$ cat config.mk
export PLATFORM = sky130hd
export DESIGN_NAME = hazard_scheduler
export DESIGN_NICKNAME = d
export VERILOG_FILES = /design/src/rtl/cpu_pkg.sv /design/src/rtl/reg_scoreboard.sv /design/src/rtl/hazard_scheduler.sv
export SDC_FILE = /design/constraint.sdc
export NUM_CORES = 1
export LEC_CHECK = 0
export BUFFER_PORTS_ARGS = -buffer_cell sky130_fd_sc_hd__buf_2
export CAP_MARGIN = 20
export CORE_ASPECT_RATIO = 1.25
export CORE_MARGIN = 2
export CORE_UTILIZATION = 30
export CTS_CLUSTER_DIAMETER = 40
export CTS_CLUSTER_SIZE = 30
export DETAILED_ROUTE_END_ITERATION = 10
export SYNTH_ARGS = -nofsm -noshare
export SYNTH_HDL_FRONTEND = slang
export SYNTH_HIERARCHICAL = 1
export SYNTH_SLANG_ARGS = --single-unit
$ cat constraint.sdc
create_clock -name clk -period 4.49 [get_ports clk]
set_input_delay 0.449 -clock clk [delete_from_list [all_inputs] [get_ports clk]]
set_output_delay 0.449 -clock clk [all_outputs]
set_load 0.005 [all_outputs]
$ cat src/rtl/cpu_pkg.sv
// Shared definitions for the 16-bit 5-stage core: register file geometry,
// opcode constants, the NOP encoding and the scheduler state type.
package cpu_pkg;

  localparam int unsigned NREGS   = 16;
  localparam int unsigned REG_W   = 4;
  localparam int unsigned INSTR_W = 16;

  // All-zero word decodes to an instruction with every control bit clear
  localparam logic [INSTR_W-1:0] NOP_INSTR = 16'h0000;

  localparam logic [3:0] OP_NOP = 4'h0;
  localparam logic [3:0] OP_ADD = 4'h1;
  localparam logic [3:0] OP_SUB = 4'h2;
  localparam logic [3:0] OP_AND = 4'h3;
  localparam logic [3:0] OP_OR  = 4'h4;
  localparam logic [3:0] OP_LD  = 4'h5;
  localparam logic [3:0] OP_ST  = 4'h6;
  localparam logic [3:0] OP_BR  = 4'h7;
  localparam logic [3:0] OP_JMP = 4'h8;

  typedef enum logic {
    RUN   = 1'b0,
    FLUSH = 1'b1
  } sched_state_t;

endpackage

$ cat src/rtl/reg_scoreboard.sv
// Per-register countdown of in-flight writes; nonzero means the register-file
// value is not yet visible to a decode-stage read.
module reg_scoreboard
  import cpu_pkg::*;
#(
  parameter int unsigned NUM_REGS   = 16,
  parameter int unsigned WB_LATENCY = 3
) (
  input  logic             clk,
  input  logic             rst,
  input  logic             wr_en_i,
  input  logic [REG_W-1:0] wr_idx_i,
  input  logic [REG_W-1:0] rs1_idx_i,
  input  logic [REG_W-1:0] rs2_idx_i,
  input  logic [REG_W-1:0] rd_idx_i,
  output logic             rs1_busy_c_o,
  output logic             rs2_busy_c_o,
  output logic             rd_busy_c_o
);

  localparam int unsigned     SB_W    = $clog2(WB_LATENCY + 1);
  localparam logic [SB_W-1:0] SB_LOAD = SB_W'(WB_LATENCY);

  logic [SB_W-1:0] sb_q [NUM_REGS];
  logic [SB_W-1:0] sb_d [NUM_REGS];

  // Issue load overrides the per-cycle decrement for the written entry
  always_comb begin
    for (int i = 0; i < NUM_REGS; i++) begin
      sb_d[i] = sb_q[i];
      if (wr_en_i && (wr_idx_i == REG_W'(i))) begin
        sb_d[i] = SB_LOAD;
      end else if (sb_q[i] != '0) begin
        sb_d[i] = sb_q[i] - SB_W'(1);
      end
    end
  end

  // Counter array register
  always_ff @(posedge clk or negedge rst) begin
    if (!rst) begin
      for (int i = 0; i < NUM_REGS; i++) begin
        sb_q[i] <= '0;
      end
    end else begin
      for (int i = 0; i < NUM_REGS; i++) begin
        sb_q[i] <= sb_d[i];
      end
    end
  end

  // Lookups see pre-update values so a read of its own destination checks the older producer
  assign rs1_busy_c_o = (sb_q[rs1_idx_i] != '0);
  assign rs2_busy_c_o = (sb_q[rs2_idx_i] != '0);
  assign rd_busy_c_o  = (sb_q[rd_idx_i]  != '0);

endmodule

$ cat src/rtl/hazard_scheduler.sv
// Decode-stage pipeline control: RAW stall against the write scoreboard,
// wrong-path flush after a redirect, and saturating stall/flush statistics.
module hazard_scheduler #(
  parameter int unsigned NREGS        = 16,
  parameter int unsigned WB_LATENCY   = 3,
  parameter int unsigned FLUSH_CYCLES = 2,
  parameter int unsigned CNT_W        = 16
) (
  input  logic                      clk,
  input  logic                      rst,
  input  logic                      dec_valid,
  input  logic [cpu_pkg::REG_W-1:0] dec_rs1,
  input  logic [cpu_pkg::REG_W-1:0] dec_rs2,
  input  logic [cpu_pkg::REG_W-1:0] dec_rd,
  input  logic                      dec_use_rs1,
  input  logic                      dec_use_rs2,
  input  logic                      dec_use_rd_src,
  input  logic                      dec_wre,
  input  logic                      ex_redirect,
  input  logic                      clr_stats,
  output logic                      pc_en,
  output logic                      fd_en,
  output logic                      fd_flush,
  output logic                      de_bubble,
  output logic                      issue,
  output logic [CNT_W-1:0]          stall_cnt,
  output logic [CNT_W-1:0]          flush_cnt
);

  import cpu_pkg::*;

  localparam int unsigned      FC_W    = (FLUSH_CYCLES > 1) ? $clog2(FLUSH_CYCLES) : 1;
  localparam logic [FC_W-1:0]  FC_LOAD = FC_W'((FLUSH_CYCLES > 0) ? (FLUSH_CYCLES - 1) : 0);
  // With a single bubble cycle the redirect cycle alone covers it
  localparam sched_state_t     REDIR_STATE = (FLUSH_CYCLES > 1) ? FLUSH : RUN;

  sched_state_t     state_q, state_d;
  logic [FC_W-1:0]  fcnt_q, fcnt_d;
  logic [CNT_W-1:0] stall_cnt_q, stall_cnt_d;
  logic [CNT_W-1:0] flush_cnt_q, flush_cnt_d;
  logic             rs1_busy, rs2_busy, rd_busy;
  logic             raw_c;
  logic             stall_inc, flush_inc;

  reg_scoreboard #(
    .NUM_REGS   (NREGS),
    .WB_LATENCY (WB_LATENCY)
  ) u_sb (
    .clk          (clk),
    .rst          (rst),
    .wr_en_i      (issue & dec_wre),
    .wr_idx_i     (dec_rd),
    .rs1_idx_i    (dec_rs1),
    .rs2_idx_i    (dec_rs2),
    .rd_idx_i     (dec_rd),
    .rs1_busy_c_o (rs1_busy),
    .rs2_busy_c_o (rs2_busy),
    .rd_busy_c_o  (rd_busy)
  );

  assign raw_c = dec_valid & ((dec_use_rs1 & rs1_busy) |
                              (dec_use_rs2 & rs2_busy) |
                              (dec_use_rd_src & rd_busy));

  // State and flush-counter register
  always_ff @(posedge clk or negedge rst) begin
    if (!rst) begin
      state_q <= RUN;
      fcnt_q  <= '0;
    end else begin
      state_q <= state_d;
      fcnt_q  <= fcnt_d;
    end
  end

  // Next state: redirect enters/re-arms FLUSH; FLUSH drains its counter back to RUN
  always_comb begin
    state_d = state_q;
    fcnt_d  = fcnt_q;
    case (state_q)
      RUN: begin
        if (ex_redirect) begin
          state_d = REDIR_STATE;
          fcnt_d  = FC_LOAD;
        end
      end
      FLUSH: begin
        if (ex_redirect) begin
          fcnt_d = FC_LOAD;
        end else if (fcnt_q <= FC_W'(1)) begin
          state_d = RUN;
          fcnt_d  = '0;
        end else begin
          fcnt_d = fcnt_q - FC_W'(1);
        end
      end
      default: begin
        state_d = RUN;
        fcnt_d  = '0;
      end
    endcase
  end

  // Pipeline enables; reset forces the free-running defaults regardless of inputs
  always_comb begin
    pc_en     = 1'b1;
    fd_en     = 1'b1;
    fd_flush  = 1'b0;
    de_bubble = 1'b0;
    issue     = 1'b0;
    stall_inc = 1'b0;
    flush_inc = 1'b0;
    if (rst) begin
      case (state_q)
        RUN: begin
          if (ex_redirect) begin
            fd_flush  = 1'b1;
            de_bubble = 1'b1;
            flush_inc = 1'b1;
          end else if (raw_c) begin
            pc_en     = 1'b0;
            fd_en     = 1'b0;
            de_bubble = 1'b1;
            stall_inc = 1'b1;
          end else begin
            issue = dec_valid;
          end
        end
        FLUSH: begin
          fd_flush  = 1'b1;
          de_bubble = 1'b1;
          flush_inc = 1'b1;
        end
        default: begin
          de_bubble = 1'b1;
        end
      endcase
    end
  end

  // Saturating statistics; clear beats increment
  always_comb begin
    stall_cnt_d = stall_cnt_q;
    flush_cnt_d = flush_cnt_q;
    if (clr_stats) begin
      stall_cnt_d = '0;
      flush_cnt_d = '0;
    end else begin
      if (stall_inc && (stall_cnt_q != '1)) stall_cnt_d = stall_cnt_q + CNT_W'(1);
      if (flush_inc && (flush_cnt_q != '1)) flush_cnt_d = flush_cnt_q + CNT_W'(1);
    end
  end

  // Statistics register
  always_ff @(posedge clk or negedge rst) begin
    if (!rst) begin
      stall_cnt_q <= '0;
      flush_cnt_q <= '0;
    end else begin
      stall_cnt_q <= stall_cnt_d;
      flush_cnt_q <= flush_cnt_d;
    end
  end

  assign stall_cnt = stall_cnt_q;
  assign flush_cnt = flush_cnt_q;

endmodule
==> results_dict.tcl, run 1 <==
set metrics [dict create \
    status "completed" \
    p_per_area_mw_per_mm2 530 \
    synth.top_cells.by_area "dfrtp_1 40%, ha_1 5.5%, nand2_1 5.2%" \
    critPathTopFamily "compound AO/OA/AOI/OAI gates" \
    viasPerCell 5.14 \
    cts_inserted_buffers 9 \
    cp.required_ps 4040 \
    synth_fp_nets 488 \
    fillers 1394 \
    top_level_ports 58 \
    synth_area_mm2 0.00411 \
    avgSynthCellArea_um2 9.15 \
    die_h_um 135 \
    nNetsFinal 544 \
    detail_route.wl_per_cell_um 14.8 \
    tns_ps 0 \
    drt-initial-drc-count 164 \
    min_period_ps 3300 \
    synthTopCellsByCount "65 x dfrtp_1, 57 x nand2_1, 42 x nor2_1" \
    grt_use_total 0.147 \
    synth_cell_type_count 54 \
    synth_top_area_frac 0.396 \
    rsz0062_at_grt "false" \
    place_hpwl_mm 7.38 \
    clockRootBuffer "clkbuf_16" \
    synth_area_leader_cell "dfrtp_1" \
    holdCritPathClass "in -> async" \
    overflow 0 \
    ir_worst_vdd_uv 206 \
    synth-seq-cells 65 \
    diodes 0 \
    cp.depth 7 \
    multi_input_area_mm2 0.00222 \
    skew_ps 10.6 \
    die-area_mm2 0.0147 \
    end_kind "output port" \
    clk_path_buf_depth 2 \
    synthArstFlopShare 1.00 \
    startpoint_type "flop" \
    path_max_fanout 8 \
    start_util 0.309 \
    cts_tree "built" \
    vias 3502 \
    max_slew.worst_pin.slew_ps 839 \
    drc 0 \
    portBuffers 57 \
    grt_pass1_wl_mm 17.0 \
    grt_pass1_vias 3598 \
    maxCapViolations 0 \
    synth_flop_cell "dfrtp_1" \
    gp_congestion 0.857 \
    relSlewSlack 0.441 \
    critPathMaxStageDelay_ps 770 \
    fmax_mhz 303 \
    dp_cells 665 \
    drv_slew 0 \
    rr_endpoint "u_sb/sb_q[5]" \
    hold_viol 0 \
    cp.arrival_ps 2850 \
    areaGrowthSynthToFinish_pct 18.2 \
    grt_antenna_before_repair 0 \
    critical_path.cell_chain "nor4_1, nor4b_1, a22oi_1, o211ai_1, a222oi_1, or2_2, buf_2" \
    finalCritPeriodShare 0.734 \
    finalWirelength_mm 10.1 \
    cts_sinks 65 \
    htreeDepth 3 \
    ys_seq_area_frac 0.396 \
    rrSetupSlack_ps 1280 \
    yosysMostFrequentCell "dfrtp_1" \
    clkTransAtPathRegs_ps 60 \
    detail-route-antenna-nets 0 \
    yosysWarningCount 6 \
    cts_resized 0 \
    cp_num_buf_inv 1 \
    p_leak_nw 2.15 \
    ctsHoldBuffers 0 \
    reg2reg_from "u_sb/sb_q[22]" \
    crit_type "reg -> out" \
    cts_setup_buffers 0 \
    num_rows 47 \
    fin_cells 681 \
    drt_first_pass_iters 4 \
    core-area_mm2 0.0133 \
    clock_latency_ps 340 \
    drive_above_1_share 0.186 \
    fp.dieW_um 109 \
    setup_slack_ps 1190 \
    syn_inst 449 \
    synth-edff-count 0 \
    setup_viol 0 \
    r2r_cells 11 \
    crit_slowest_cell "a222oi_1" \
    grt_max_degree 53 \
    dp_slack_ps 1120 \
    utilization 0.365 \
    ff_latch_area_mm2 0.00163 \
]
logic make-up (layout without fill, tap and decap cells):
family          Yosys count  count (layout)  synth area share
buf+inv                  54             115            0.0643
xor+xnor                 40              40            0.0853
simple gates            207             207             0.282
mux                      10              10            0.0277
flops                    65              65             0.396
fa+ha+maj                18              18            0.0548
compound gates           55              55            0.0896
sequential cells by signal (all words and copies together), names as in the netlist:
register / count
u_sb/sb_q: 32
stall_cnt: 16
state_q: 1
flush_cnt: 16
final cells by class:
cell class | count | area share
sequential | 65 | 0.335
clock inverter | 7 | 0.0242
clock buffer | 9 | 0.0464
multi-input combinational | 330 | 0.458
inverter | 40 | 0.0309
timing repair buffer | 59 | 0.0618
tap | 171 | 0.0440
routing by layer:
metal,GRT usage,wire length (um),vias up
li1,-,-,1701
met1,0.165,4060,1705
met2,0.255,5260,66
met3,0.0217,310,30
met4,0.0969,472,0
met5,0,0,-
worst max-delay path by stage:
stage | startpoint | to
detailed placement | dec_rs1[1] | u_sb/sb_q[5]
CTS | u_sb/sb_q[22] | pc_en
finish | u_sb/sb_q[22] | fd_en
floorplan | dec_rs1[0] | pc_en
global placement | dec_rs1[1] | u_sb/sb_q[3]
global route | u_sb/sb_q[22] | fd_en
power breakdown:
group,internal (mW),switching [mW],total (mW)
combinational,0.390,0.421,0.811
clock,0.543,0.270,0.813
sequential,0.756,0.193,0.949
metrics by stage:
| stage | hold WS, ps | area, um^2 | total power [mW] |
|---|---|---|---|
| floorplan | 153 | 4110 | 1.55 |
| global placement | 406 | 4510 | 1.70 |
| detailed placement | 412 | 4510 | 1.77 |
| CTS | 49.8 | 4860 | 2.60 |
| global route | 74.8 | 4860 | 2.77 |
| finish | 47.3 | 4860 | 2.57 |
cells in the final DEF, fill, tap and decap left out, drive strengths merged, types with 11 or more instances in the layout:
master | synthesis | final
buf | 11 | 59
dfrtp | 65 | 65
ha | 18 | 18
inv | 40 | 41
nand2 | 57 | 57
nand3 | 12 | 12
nor2 | 43 | 43
nor3 | 21 | 21
nor4 | 15 | 15
nor4b | 12 | 12
o211ai | 11 | 11
o21ai | 13 | 13
xnor2 | 23 | 23
xor2 | 17 | 17
(Power assumes the default switching activity.)
==> inputs of run 2 (changes only) <==
Clock period 4.49 ns to 3 ns, I/O delays scaled along.
==> run 2 against run 1 <==
  * Total power rose by 46%
  * Final area up 0.67%
  * Flip-flop and latch count unchanged
  * Critical path type is now reg -> reg
  * Highest routed layer unchanged
==> results_dict.tcl, run 2 (synthesis results as in run 1) <==
set metrics [dict create \
    status "completed" \
    clockRootBuffer "clkbuf_16" \
    drv_slew 0 \
    grt_pass1_vias 3472 \
    cp.arrival_ps 2940 \
    min_period_ps 2690 \
    clock_latency_ps 330 \
    clkTransAtPathRegs_ps 50 \
    critical_path.cell_chain "nor4_1, nor4b_1, a22oi_1, o211ai_1, a222oi_1, buf_4, inv_1, nor2_1, and2_2, nand2_1, nor2_1, nand3_1, o211ai_1" \
    startpoint_type "flop" \
    utilization 0.368 \
    grt_antenna_before_repair 0 \
    detail-route-antenna-nets 0 \
    fp.dieW_um 109 \
    dp_slack_ps 183 \
    grt_util_met2 0.251 \
    relSlewSlack 0.573 \
    grt-busiest-layer "met2" \
    drc 0 \
    detail_route.wl_per_cell_um 14.6 \
    setup_slack_ps 306 \
    gp_congestion 0.918 \
    grt_use_total 0.145 \
    p_per_area_mw_per_mm2 769 \
    vias 3494 \
    cts_setup_buffers 0 \
    htreeDepth 3 \
    clk_path_buf_depth 2 \
    most-common-layout-cells "65 x dfrtp_1, 57 x nand2_1, 57 x buf_2, 42 x nor2_1, 40 x inv_1" \
    setup_viol 0 \
    met1_usage 0.170 \
    drt_first_pass_iters 5 \
    end_kind "flop" \
    final_common_cell "dfrtp_1" \
    fin_cells 686 \
    nNetsFinal 549 \
    regMostFlops "u_sb/sb_q" \
    rsz0062_at_grt "false" \
    portBuffers 57 \
    maxCapViolations 0 \
    hold_viol 0 \
    overflow 0 \
    crit_type "reg -> reg" \
    finalCritPeriodShare 0.898 \
    design_area_mm2 0.00489 \
    holdCritPathClass "in -> reg" \
    total_power_mw 3.76 \
    ir_worst_vdd_uv 275 \
    drive_above_1_share 0.194 \
    gr-usage-met3 0.0241 \
    dp_cells 669 \
    finalWirelength_mm 10.0 \
    skew_ps 6.86 \
    core-area_mm2 0.0133 \
    cts_tree "built" \
    place_hpwl_mm 7.46 \
    num_rows 47 \
    die-area_mm2 0.0147 \
    areaGrowthSynthToFinish_pct 19.0 \
    place_area_mm2 0.00454 \
    viasPerCell 5.09 \
    holdWs_ps 124 \
    p_leak_nw 2.17 \
    cp.required_ps 3250 \
    start_util 0.309 \
    drt-initial-drc-count 189 \
    crit_slowest_cell "dfrtp_1" \
    grt_pass1_wl_mm 16.7 \
    path_max_fanout 5 \
    cts_sinks 65 \
    tns_ps 0 \
    die_h_um 135 \
    max_slew.worst_pin.slew_ps 635 \
    cts_inserted_buffers 9 \
    fmax_mhz 371 \
    top_level_ports 58 \
    critPathMaxStageDelay_ps 440 \
    diodes 0 \
    largest_reg_flops 32 \
    grt_max_degree 46 \
]
[run 2: what timing repair did]
| action | 4_1_cts | 5_1_grt |
|---|---|---|
| hold endpoints to repair | 9 | 0 |
| setup endpoints to repair | 0 | 13 |
| gates resized for setup | 0 | 3 |
| hold buffers | 1 | 0 |
[run 2: layer usage]
layer	vias to the layer above	routed length, um
met4	0	278
met1	1695	4170
met3	21	340
li1	1705	-
met5	-	0
met2	73	5220
[run 2: worst paths after layout]
kind / startpoint / endpoint / slack, ps / cells after the start
worst max-delay path: u_sb/sb_q[22] / u_sb/sb_q[3] / 310 / 13
worst min-delay path: ex_redirect / state_q / 120 / 1
worst max register to register: u_sb/sb_q[22] / u_sb/sb_q[3] / 310 / 13
worst min register to register: u_sb/sb_q[3] / u_sb/sb_q[3] / 530 / 2
max in group asynchronous: rst / u_sb/sb_q[28] / 1640 / 3
min in group asynchronous: rst / stall_cnt[8] / 450 / 2
[run 2: layout make-up]
class	instances	area, um^2
Clock buffer	11	243
Clock inverter	5	78.8
Fill cell	1388	8400
Inverter	40	150
Multi-Input combinational cell	330	2240
Sequential cell	65	1630
Tap cell	171	214
Timing Repair Buffer	64	340
[run 2: critical path: cells and delay by family (launching register included)]
kind            cells  cell delay [ps]
flops               1              440
simple gates        7             1130
compound gates      4              790
buf+inv             2              240
[run 2: where the power goes]
group | internal (mW) | total [mW] | switching (mW)
sequential | 1.13 | 1.43 | 0.294
combinational | 0.592 | 1.21 | 0.615
clock | 0.748 | 1.13 | 0.379
total | 2.47 | 3.76 | 1.29
==> inputs of run 3 (changes only) <==
Settings changed: CELL_PAD_IN_SITES_DETAIL_PLACEMENT set to 1, CELL_PAD_IN_SITES_GLOBAL_PLACEMENT set to 2, PLACE_DENSITY_LB_ADDON set to 0.1.
==> run 3 against run 2 <==
  * Largest cell class unchanged
  * First-iteration DRC count fell by 49%
  * Maximum frequency down 4.5%
  * Highest routed layer unchanged
  * Setup slack worse by 130 ps
  * Sequential share of layout area fell by 0.068 points
  * Total power decreased by 1.4%
  * Clock skew is 0.74 ps lower
==> results_dict.tcl, run 3 (synthesis results as in run 1) <==
set metrics [dict create \
    clock_latency_ps 330 \
    die_h_um 135 \
    cp.depth 9 \
    viasPerCell 5.18 \
    drive_above_1_share 0.208 \
    finalCritPeriodShare 0.940 \
    cts_inserted_buffers 9 \
    setup_viol 0 \
    status "completed" \
    portBuffers 57 \
    grt_antenna_before_repair 0 \
    cts_tree "built" \
    cpMostUsedCell "buf_4" \
    tns_ps 0 \
    drc 0 \
    setup_slack_ps 179 \
    skew_ps 6.12 \
    detail-route-antenna-nets 0 \
    end_kind "output port" \
    critPathMaxStageDelay_ps 450 \
    grt_max_degree 49 \
    holdWs_ps 61.1 \
    grt_pass1_vias 3676 \
    p_leak_nw 2.17 \
    areaGrowthSynthToFinish_pct 19.3 \
    crit_type "reg -> out" \
    overflow 0 \
    drv_slew 0 \
    place_hpwl_mm 8.81 \
    clkTransAtPathRegs_ps 60 \
    start_util 0.309 \
    cp_num_buf_inv 3 \
    grt_pass1_wl_mm 19.3 \
    ir_worst_vdd_uv 266 \
    cts_sinks 65 \
    final_common_cell "dfrtp_1" \
    utilization 0.369 \
    path_max_fanout 8 \
    diodes 0 \
    r2r_cells 12 \
    finalWirelength_mm 12.0 \
    clockRootBuffer "clkbuf_16" \
    cp.arrival_ps 2520 \
    drt-initial-drc-count 96 \
    maxCapViolations 0 \
    num_rows 47 \
    startpoint_type "flop" \
    ctsHoldBuffers 0 \
    hold_viol 0 \
    core-area_mm2 0.0133 \
    dp_slack_ps -151 \
    critical_path.cell_chain "nor4b_4, nor4b_1, a22oi_1, o211ai_1, a222oi_1, buf_4, buf_4, or2_2, buf_2" \
    critPathTopFamily "compound AO/OA/AOI/OAI gates" \
    vias 3571 \
    fmax_mhz 354 \
    holdCritPathClass "in -> async" \
    fillers 1617 \
    rsz0062_at_grt "true" \
    htreeDepth 3 \
    top_level_ports 58 \
    clk_path_buf_depth 2 \
    most-common-layout-cells "65 x dfrtp_1, 57 x nand2_1, 57 x buf_2, 41 x nor2_1, 40 x inv_1" \
    min_period_ps 2820 \
    p_per_area_mw_per_mm2 757 \
    grt_use_total 0.173 \
    drt_first_pass_iters 4 \
    die-area_mm2 0.0147 \
    nNetsFinal 553 \
    cp.required_ps 2700 \
    crit_slowest_cell "dfrtp_1" \
    regMostFlops "u_sb/sb_q" \
    max_slew.worst_pin.slew_ps 661 \
    gp_congestion 0.783 \
    fp.dieW_um 109 \
    detail_route.wl_per_cell_um 17.4 \
    largest_reg_flops 32 \
    relSlewSlack 0.559 \
]
==> run 3: worst reg2reg max path: cells and delay by family (launching register included) <==
kind,cells,cell delay (ps)
and+or+nand+nor,6,1160
DFF,1,450
AOI/OAI and AO/OA,4,850
buffers and inverters,2,210
==> run 3: power breakdown <==
part | internal [mW] | switching (mW)
clock network | 0.601 | 0.385
logic | 0.620 | 0.667
registers | 1.13 | 0.304
total | 2.35 | 1.36
==> run 3: path summary, 6_finish.rpt <==
| check | start | to | slack, ps |
|---|---|---|---|
| setup / recovery | u_sb/sb_q[18] | fd_en | 180 |
| hold / removal | rst | state_q | 60 |
| setup reg to reg | u_sb/sb_q[18] | u_sb/sb_q[1] | 240 |
| hold reg to reg | u_sb/sb_q[26] | u_sb/sb_q[26] | 550 |
| max in group asynchronous | rst | u_sb/sb_q[16] | 2330 |
| min in group clk | ex_redirect | state_q | 140 |
==> run 3: cell type report <==
type / instances / area (um^2) / share of cell area
multi-input combinational: 330 / 2270 / 0.462
sequential: 65 / 1630 / 0.332
timing repair buffer: 68 / 368 / 0.0751
clock buffer: 13 / 260 / 0.0531
tap: 171 / 214 / 0.0437
inverter: 40 / 150 / 0.0306
clock inverter: 3 / 15.0 / 0.00306
==> run 3: timing repair <==
item,in CTS,in global routing
gates cloned,0,0
pin swaps,1,0
gates resized for setup,1,7
buffers inserted,1,0
setup endpoints to repair,6,20
==> run 3: through the flow <==
stage	area (um^2)	power, mW	cells
3_5_place_dp	4570	2.73	673
2_1_floorplan	4110	2.32	449
4_1_cts	4860	3.77	690
5_1_grt	4900	4.04	690
6_report	4900	3.71	690
3_3_place_gp	4570	2.65	673
==> run 3: metal layers <==
| metal | track usage | routed length (um) | up-vias |
|---|---|---|---|
| met4 | 0.0641 | 225 | 0 |
| li1 | - | - | 1708 |
| met3 | 0.0251 | 413 | 17 |
| met2 | 0.303 | 6060 | 77 |
| met1 | 0.212 | 5320 | 1769 |
| met5 | 0 | 0 | - |
